<file path="src/rtl/rca_vec_gen.sv">
// Exhaustive test-vector counter V = {A,B,Ci}; Ci is the LSB so it toggles fastest.
module rca_vec_gen #(
    parameter int W = 9
) (
    input  logic         clk,
    input  logic         rst,
    input  logic         clr,
    input  logic         inc,
    output logic [W-1:0] v,
    output logic         last
);

    always_ff @(posedge clk or posedge rst) begin
        if (rst) begin
            v <= '0;
        end else if (clr) begin
            v <= '0;
        end else if (inc) begin
            v <= v + 1'b1;
        end
    end

    assign last = &v;

endmodule

</file>
<file path="config.mk">
export PLATFORM = sky130hd
export DESIGN_NAME = rca_vec_gen
export DESIGN_NICKNAME = d
export VERILOG_FILES = /design/src/rtl/rca_vec_gen.sv
export SDC_FILE = /design/constraint.sdc
export NUM_CORES = 1
export LEC_CHECK = 0
export CORE_AREA = 8 8 45 47
export CTS_BUF_LIST = sky130_fd_sc_hd__clkbuf_4 sky130_fd_sc_hd__clkbuf_8 sky130_fd_sc_hd__clkbuf_16
export DETAILED_ROUTE_END_ITERATION = 7
export DIE_AREA = 0 0 53 55
export DONT_BUFFER_PORTS = 1
export MAX_ROUTING_LAYER = met4
export PLACE_DENSITY = 0.47
export SLEW_MARGIN = 25
export SYNTH_ARGS = -nofsm -noshare
export SYNTH_HDL_FRONTEND = slang
export SYNTH_SLANG_ARGS = --single-unit
export TNS_END_PERCENT = 10
</file>
<file path="constraint.sdc">
create_clock -name clk -period 1.9 [get_ports clk]
set_input_delay 0.38 -clock clk [delete_from_list [all_inputs] [get_ports clk]]
set_output_delay 0.38 -clock clk [all_outputs]
set_load 0.01 [all_outputs]
</file>
Word level (Yosys, flattened, before mapping) --
Cells that the tools add are included.
Storage, ports and cells: register bits after elaboration 9, output and inout bits 10, logic and storage cells 6
Operators by class: add/subtract/negate cells 1, muxes and demuxes 2, reduce and logical (&&, ||, !) cells 2
Operators by type and width (count):
- 2-to-1 mux 9 bit | 2
- adder 9 x 1 -> 9 bit, second input constant | 1
- AND reduction 9 bit | 1
- nonzero test 2 bit | 1

Logic depth before layout (Yosys ltp) --
Gate-level depths: netlist (run 1).
depth in word-level cells 3, gate-level depth with buffers 6, mapped depth without buffers 6

Worst setup path after synthesis (run 1) --
OpenSTA, ideal clock, no wires.
path type register to output, start point register v[0], end point output last, arrival 1.037 ns, required time 1.520 ns, setup slack 0.483 ns, cell stages (with the launch flop) 5, buffers on the path 0, cell sequence dfrtp_1 -> ha_1 -> nand4_1 -> nor2_1 -> ha_1
Between the ends: longest elaborated chain between the ends 1
RTL lines:
- start, declared | RTL line 9 | output logic [W-1:0] v,
- start signal, assigned | RTL line 19 | v <= v + 1'b1;
- AND reduction 9 bit | RTL line 23 | assign last = &v;
- end, declared | RTL line 10 | output logic last
Every way passes these cells.

Worst setup path in the final report (run 1) --
start point register v[1], end point output last
The elaborated chain is that of the path after synthesis.

==> results of run 1 <==
==> worst max-delay path by stage <==
stage | from | cells past startpoint | slack [ns] | endpoint
detailed placement | v[0] | 4 | 0.36 | last
finish | v[1] | 4 | 0.11 | last
global route | v[1] | 4 | 0.01 | last
CTS | v[0] | 4 | 0.07 | last
global placement | v[0] | 4 | 0.38 | last
floorplan | v[0] | 4 | 0.48 | last
==> power groups by stage <==
stage,Clock (mW),Combinational [mW],Sequential [mW]
after floorplan,0,0.0194,0.208
after global placement,0,0.0160,0.210
after detailed placement,0,0.0166,0.210
after CTS,0.167,0.0182,0.206
after global routing,0.176,0.0202,0.208
final,0.156,0.0176,0.207
==> layout make-up <==
| type | instances | area, um^2 |
|---|---|---|
| clock buffers | 4 | 30.03 |
| fillers | 134 | 879.6 |
| inverters | 2 | 7.507 |
| multi-input cells | 32 | 210.2 |
| flip-flops and latches | 9 | 226.5 |
| well taps | 16 | 20.02 |
| repair buffers | 1 | 10.01 |
==> cells in the final DEF, fill, tap and decap left out, types with 2 or more instances in the layout <==
cell type,n
mux2i_1,2
nand2_1,2
a21oi_1,3
ha_1,2
clkbuf_4,4
xor2_1,2
or4_1,2
nor2_1,8
dfrtp_1,8
o31ai_1,2
xnor2_1,2
inv_1,2
nand4_1,3
==> through the flow <==
stage | hold WS, ns | utilization, % | cell area (um^2)
finish | 0.1795 | 36.44 | 504.2
global route | 0.1603 | 36.44 | 504.2
CTS | 0.1669 | 36.35 | 503.0
detailed placement | 0.2541 | 33.45 | 462.9
global placement | 0.2481 | 33.45 | 462.9
floorplan | 0.2079 | - | 452.9
==> layer usage <==
metal	vias up	wire, um	track usage (%)
met5	-	0	-
met3	2	134	5.615
met4	0	10	7.759
li1	165	-	-
met1	154	344	6.790
met2	10	467	11.72
==> worst register-to-register path, cell delays in order (launching register included) <==
cell,delay [ns]
dfrtp_1,0.47
ha_1,0.24
nand4_1,0.12
nor2_1,0.12
ha_1,0.23
mux2i_1,0.13
nor2_1,0.05
==> logic make-up after synthesis <==
family,count (synthesis),synth area share [%]
buffers and inverters,4,3.866
AO/OA/AOI/OAI,6,7.732
AND/OR/NAND/NOR,18,20.99
adder cells (fa/ha/maj),2,5.524
flip-flops,9,49.72
multiplexers,2,4.420
XOR/XNOR,4,7.736
==> timing repair <==
item / in CTS / in global routing
gates resized for setup: 0 / 1
endpoints found under the setup margin: 0 / 1
hold buffers: 1 / 0
endpoints found under the hold margin: 9 / 0
==> flow_summary_export.csv, run 1 <==
group,metric,value,unit
cts,path_clk_slew,0.06,ns
hold_path,hold_class,"input pin to flip-flop",
job,maxCapViolCount,0,
drt,drc,0,
yosys,yosysMostFrequentCell,"dfrtp_1",
place,place_hpwl,761.4,um
layout,areaGrowthSynthToFinish,11.33,%
timing,finalClockSkew,0.001581,ns
grt,grt_pass1_vias,334,
place,place.gp.congestion,0.6779,
cts,clockRootBuffer,"clkbuf_4",
setup_path,cp_top_family,"flip-flops",
floorplanning,fp.dieArea,0.002915,mm^2
floorplanning,core_region_area,0.001384,mm^2
layout,largest_reg_flops,9,
setup_path,worstPathMaxFanout,5,
place,post-place-ws,0.3554,ns
setup_path,crit_buf_inv,0,
layout,top_register,"v",
power,p_sw,0.08032,mW
timing,worst_slew_pin_slew,0.3427,ns
yosys,synth-seq-area-share,49.72,%
layout,drive_above_1_share,12.50,%
yosys,netlist_area,452.9,um^2
yosys,synth_area_leaders,"dfrtp_1 50%, nor2_1 6.6%, ha_1 5.5%",
grt,antenna_found_initial,0,
power,sw_frac_of_total,21.12,%
timing,drv_slew,0,
power,leakage,0.2255,nW
power,clkPwrFrac,41.1,%
grt,track_usage,8.097,%
timing,period_needed,1.786,ns
yosys,syn_nets,51,
floorplanning,initial_core_util,32.73,%
grt,overflow,0,
setup_path,worstPathRequired,1.52,ns
drt,drt-total-wl,957,um
setup_path,crit_top_cell,"ha_1",
cts,tritoncts,"built",
floorplanning,num_io_pins,14,
setup_path,r2r-end,"v[8]",
yosys,synth_edf_count,0,
layout,diodes,0,
setup_path,r2r-start,"v[1]",
timing,rsz0062_at_grt,"false",
grt,grt_max_degree,11,
yosys,yosys.area.top_type_share,49.72,%
cts,cts_buffers,3,
status,status,"finished, final reports clean",
power,p_comb_share,4.6,%
cts,post-cts-setup-buffers,0,
power,p_int,0.3000,mW
floorplanning,die_width,53,um
grt,grt_pass1_wl,1566,um
place,dp.cells,59,
drt,drt_iter0_drc,1,
yosys,syn_inst,45,
power,peakVddDrop,0.4270,mV
timing,setup_violations,0,
timing,fmax,559.9,MHz
setup_path,crit_arrival,1.41,ns
yosys,synth_seq_cells,9,
hold_path,min_to,"v[0]",
power,powerDensity,754.2,mW/mm^2
yosys,yosysTopAreaCell,"dfrtp_1",
timing,setup_tns,0,ns
cts,clkLatencyLatePin,0.25,ns
yosys,ys.flop_type,"dfrtp_1",
cts,clock_path_buffers,2,
layout,nets,55,
layout,largest_registers,"v x9",
yosys,async_reset_ff_share,100.0,%
drt,vias_per_cell,5.172,
yosys,netlist-cell-type-count,18,
drt,routedWlPerCell,14.95,um
setup_path,start_kind,"flip-flop",
hold_path,holdCritStartpoint,"clr",
power,pwr-share-seq,54.3,%
cts,htreeDepth,1,
yosys,syn_area_per_cell,10.07,um^2
setup_path,rrSetupSlack,0.43,ns
floorplanning,rows,14,
timing,post-route-period-util,94.01,%
yosys,synth_commonest_cells,"9 x dfrtp_1, 8 x nor2_1, 3 x a21oi_1, 3 x nand4_1",
setup_path,setup.worst_path.class,"flip-flop to output port",
timing,slew_headroom,77.13,%
setup_path,critical_path.endpoint_type,"output port",
drt,via_count,331,
power,fin_total_pwr,0.3803,mW
yosys,yosys_warnings,0,
setup_path,crit_chain,"ha_1, nand4_1, nor2_1, ha_1",
timing,final.setup.worst_slack,0.1138,ns
setup_path,rr_worst_depth,6,
place,io_buffers,0,
timing,final-hold-violation-count,0,
floorplanning,die_y,55,um
drt,drt_pre_antenna_iters,2,
drt,drtAntennaViolNets,0,
setup_path,critical-path-max-stage-delay,0.47,ns
layout,finalNonFillerCells,64,
hold_path,whs_path_depth,1,
setup_path,critPathSlowestCell,"dfrtp_1",
cts,clock-sinks,9,
No activity file was read; power rests on OpenSTA's default activity.
==> run 2, diff against run 1 <==
Settings changed: SKIP_LAST_GASP from default to 1.
==> results of run 2 <==
Same layout as run 1: the final DEF is identical, and so are final timing and power.
